$ cat src/rtl/regfile_mp.sv
// Multi-port integer register file with same-cycle write bypass, two prioritised
// write ports, a per-register busy scoreboard and an unbypassed debug read tap.
module regfile_mp #(
  parameter int XLEN     = 32,
  parameter int NREG     = 32,
  parameter int AW       = $clog2(NREG),
  parameter int NRD      = 2,
  parameter int ZERO_REG = 1
) (
  input  logic                clk,
  input  logic                rst,
  input  logic [NRD*AW-1:0]   raddr,
  output logic [NRD*XLEN-1:0] rdata,
  output logic [NRD-1:0]      rbusy,
  input  logic                we0,
  input  logic [AW-1:0]       waddr0,
  input  logic [XLEN-1:0]     wdata0,
  input  logic                we1,
  input  logic [AW-1:0]       waddr1,
  input  logic [XLEN-1:0]     wdata1,
  input  logic                alloc_en,
  input  logic [AW-1:0]       alloc_addr,
  input  logic [AW-1:0]       dbg_addr,
  output logic [XLEN-1:0]     dbg_data,
  output logic [NREG-1:0]     busy
);

  localparam bit ZR = (ZERO_REG != 0);

  logic [XLEN-1:0] r_mem [NREG];
  logic [NREG-1:0] r_busy;

  logic [NREG-1:0] w_hit0;
  logic [NREG-1:0] w_hit1;
  logic [NREG-1:0] w_alloc;
  logic [AW-1:0]   w_ra [NRD];

  // Per-register strobes; register 0 never sees a strobe when it is hardwired.
  always_comb begin
    w_hit0  = '0;
    w_hit1  = '0;
    w_alloc = '0;
    for (int r = 0; r < NREG; r++) begin
      if (!(ZR && r == 0)) begin
        w_hit0[r]  = we0 && (waddr0 == AW'(r));
        w_hit1[r]  = we1 && (waddr1 == AW'(r));
        w_alloc[r] = alloc_en && (alloc_addr == AW'(r));
      end
    end
  end

  always_ff @(posedge clk or negedge rst) begin
    if (!rst) begin
      for (int r = 0; r < NREG; r++) r_mem[r] <= '0;
      r_busy <= '0;
    end else begin
      for (int r = 0; r < NREG; r++) begin
        if (w_hit1[r])      r_mem[r] <= wdata1;
        else if (w_hit0[r]) r_mem[r] <= wdata0;
        // A fresh producer supersedes the one that is retiring this cycle.
        if (w_alloc[r])                  r_busy[r] <= 1'b1;
        else if (w_hit0[r] || w_hit1[r]) r_busy[r] <= 1'b0;
      end
    end
  end

  // Reads are gated by reset so a bypass hit cannot leak data while held in reset.
  always_comb begin
    rdata = '0;
    rbusy = '0;
    for (int i = 0; i < NRD; i++) begin
      w_ra[i] = raddr[i*AW +: AW];
      if (!rst) begin
        rdata[i*XLEN +: XLEN] = '0;
      end else if (ZR && (w_ra[i] == '0)) begin
        rdata[i*XLEN +: XLEN] = '0;
      end else if (we1 && (waddr1 == w_ra[i])) begin
        rdata[i*XLEN +: XLEN] = wdata1;
      end else if (we0 && (waddr0 == w_ra[i])) begin
        rdata[i*XLEN +: XLEN] = wdata0;
      end else begin
        rdata[i*XLEN +: XLEN] = r_mem[w_ra[i]];
        rbusy[i]              = r_busy[w_ra[i]];
      end
    end
  end

  assign dbg_data = r_mem[dbg_addr];
  assign busy     = r_busy;

endmodule

$ cat config.mk
export PLATFORM = sky130hd
export DESIGN_NAME = regfile_mp
export DESIGN_NICKNAME = d
export VERILOG_FILES = /design/src/rtl/regfile_mp.sv
export SDC_FILE = /design/constraint.sdc
export NUM_CORES = 2
export LEC_CHECK = 0
export ABC_CLOCK_PERIOD_IN_PS = 4700
export CORE_MARGIN = 2
export CORE_UTILIZATION = 40
export CTS_BUF_LIST = sky130_fd_sc_hd__clkbuf_8
export CTS_CLUSTER_DIAMETER = 120
export DETAILED_ROUTE_END_ITERATION = 8
export PLACE_DENSITY = 0.59
export SLEW_MARGIN = 20
export SYNTH_ARGS = -nofsm -noshare
export SYNTH_HDL_FRONTEND = slang
export SYNTH_SLANG_ARGS = --single-unit
$ cat constraint.sdc
create_clock -name clk -period 4.7 [get_ports clk]
set_input_delay 0.94 -clock clk [delete_from_list [all_inputs] [get_ports clk]]
set_output_delay 0.94 -clock clk [all_outputs]
set_load 0.03 [all_outputs]
==> results.txt <==
max_slew headroom: 0.176
status: completed
Worst EP required: 3.76 ns
Sw Pwr: 12.0 mW
total grt overflow: 0
# IOs: 229
initial drt markers: 9,796
routed wire length per instance: 34.6 µm
met3 WL post-DR: 39.1 mm
Peak VDD IR: 0.300 mV
maximum number of pins on one net before global-route repair: 159
Die X: 434 µm
wire length of the first global-routing pass: 466 mm
commonest non-fill, non-tap cell in the layout: mux2i_1
port bufs: 227
Final WS setup: 0.0342 ns
area delta synth->final: 15.7%
GRT Util Overall: 0.344
period utilization: 0.993
dominant synthesized flop cell: dfrtp_1
clock latency on the worst-skew pair: 0.95 ns
Min-Delay Path Class: primary input to asynchronous set/reset pin
Post-synth EDFFs: 0
P_int: 22.0 mW
GPL Wtd Cong: 0.956
Worst Max-Slew Pin Slew: 1.23 ns
Netlist cell types: 56
share of layout cells above drive strength 1: 0.265
Detailed Routing Iterations Pass 1: 8
TritonCTS Buffers: 186
Crit Path Category: primary input to output pin
Final min period: 4.67 ns
fmax: 214 MHz
CTS max path bufs: 3
initial core utilization: 0.403
synthesized flop and latch total: 1,023
Total Wirelength: 329 mm
Setup crit start: raddr[8]
leakage power: 35.4 nW
Clock Skew: 0 ns
CP Capture Type: output pin
TritonCTS clock tree: built
Setup Slack @ Placement: -0.450 ns
most frequent cells in the layout: mux2i_1 (1,082), dfrtp_1 (1,023), mux4_2 (691), nand2_1 (621), nor2_1 (567)
Remaining DRCs: 0
Final setup viols: 0
CORE AREA: 0.183 mm²
Post-DP Area: 0.0813 mm²
CTS Sinks: 1,023
number of global-route vias before repair: 62,300
Layout Nets: 6,982
Die ar.: 0.188 mm²
DR vias: 64,500
Core Rows: 157
Non-Filler Instances: 9,506
antenna violations before repair: 21
Worst EP arrival: 3.73 ns
post-synthesis cell area: 0.0738 mm²
CTS clock-pin slew for the worst setup and hold paths: 0.06 ns
Max Slew Vio Count: 0
post-layout utilization of the core: 0.466
synth warn: 0
TNS Setup: 0 ns
Worst setup SP type: primary input
launching point of the worst reg2reg path: r_mem[655]
Placed Cells: 9,152
Net Sw Frac: 0.353
Hold Vio Cnt, Final: 0
Logic pwr share: 0.338
Vias/cell: 6.78
post-route cell area: 0.0853 mm²
met2 routed WL: 145 mm
hold slack: 0.478 ns
ANT nets after route: 0
CTS Root Cell: clkbuf_8
Reg power frac: 0.402
MaxCap Viol Count: 0
Tot Pwr: 34.0 mW
CTS H-tree depth: 4
Mapped Nets: 7,032
DR top layer: met5
sequential fraction of the synthesis area: 0.347
wl on met1: 116 mm
clock network fraction of total power: 0.260
DP HPWL: 198 mm
CP peak stage delay: 0.54 ns
P per Cell Area: 399 mW/mm²
cell mode on critical path: buf_12
worst-path cell chain: clkdlybuf4s50_1, buf_12, buf_4, nor2b_4, buf_12, a221oi_1, o221ai_1, a211oi_1, a2111oi_2, buf_4, buf_12
slowest CP cell: o221ai_1
Die Y: 434 µm
Cells after Synth: 6,933
async set or reset register ratio after synthesis: 1.00
Worst Path Max Fanout: 22
Avg Inst Size Synth: 10.6 µm²
RSZ-0062 raised after global routing: false
-- Yosys cell counts, types with 59 or more instances --
library cell  number  share of area
dfrtp_1         1023           0.35
o21ai_0          514          0.035
buf_2            197          0.013
nor2_1           582          0.030
mux2i_1         1083           0.15
mux4_2           691           0.21
a221oi_1          64         0.0076
clkbuf_1         545          0.028
a21oi_1          546          0.037
mux2_2           249          0.038
o22ai_1           59         0.0050
a22oi_1          130          0.013
buf_1             92         0.0047
nand2_1          647          0.033
-- routing by layer --
metal | GRT usage | up-vias
li1 | - | 25900
met1 | 0.420 | 32200
met2 | 0.512 | 4968
met3 | 0.103 | 1378
met4 | 0.263 | 18
met5 | 0 | -
-- state kept, by name (all words and copies together) (netlist names) --
signal,cells
busy,31
r_mem,992
-- worst paths after layout --
path	end	slack [ns]	cells past startpoint
setup / recovery	rdata[53]	0.03	11
hold / removal	r_mem[288]	0.48	2
setup reg to reg	r_mem[655]	3.83	2
hold reg to reg	busy[28]	0.57	2
max in group asynchronous	r_mem[433]	2.16	4
min in group clk	busy[28]	0.57	2
-- logic make-up (layout without fill, tap and decap cells) --
group	after synthesis	in the layout	synth area share
AO/OA/AOI/OAI	1572	1572	0.125
XOR/XNOR	20	20	0.00237
buffers and inverters	917	1011	0.0549
flip-flops	1023	1023	0.347
multiplexers	2023	2023	0.396
other	1	16	0.0000508
AND/OR/NAND/NOR	1377	1377	0.0752
-- power groups by stage --
stage / clock (mW) / sequential, mW / combinational (mW)
final: 8.85 / 13.7 / 11.5
after global routing: 9.28 / 13.9 / 12.2
after CTS: 8.90 / 13.5 / 11.4
after detailed placement: 0 / 13.6 / 11.3
after global placement: 0 / 13.5 / 11.1
after floorplan: 0 / 12.9 / 7.79
-- what timing repair did --
item	in CTS	in global routing
setup endpoints to repair	12	20
hold endpoints to repair	28	0
pin swaps	1	3
resized for setup	16	9
cloned	0	2
buffers inserted	1	2
hold buffers	1	0
-- critical path, delay by kind of cell --
family | cells | cell delay, ns
simple gates | 1 | 0.15
buf+inv | 6 | 1.38
compound gates | 4 | 1.23
-- final cells by class --
type                       count  area [µm²]
fill                       16700       97900
multi-input combinational   4993       44800
sequential                  1023       25600
timing repair buffer         672        8050
clock buffer                 235        3230
tap                         2464        3080
clock inverter                97         518
antenna                       15        37.5
inverter                       7        26.3
(Power assumes the default switching activity.)
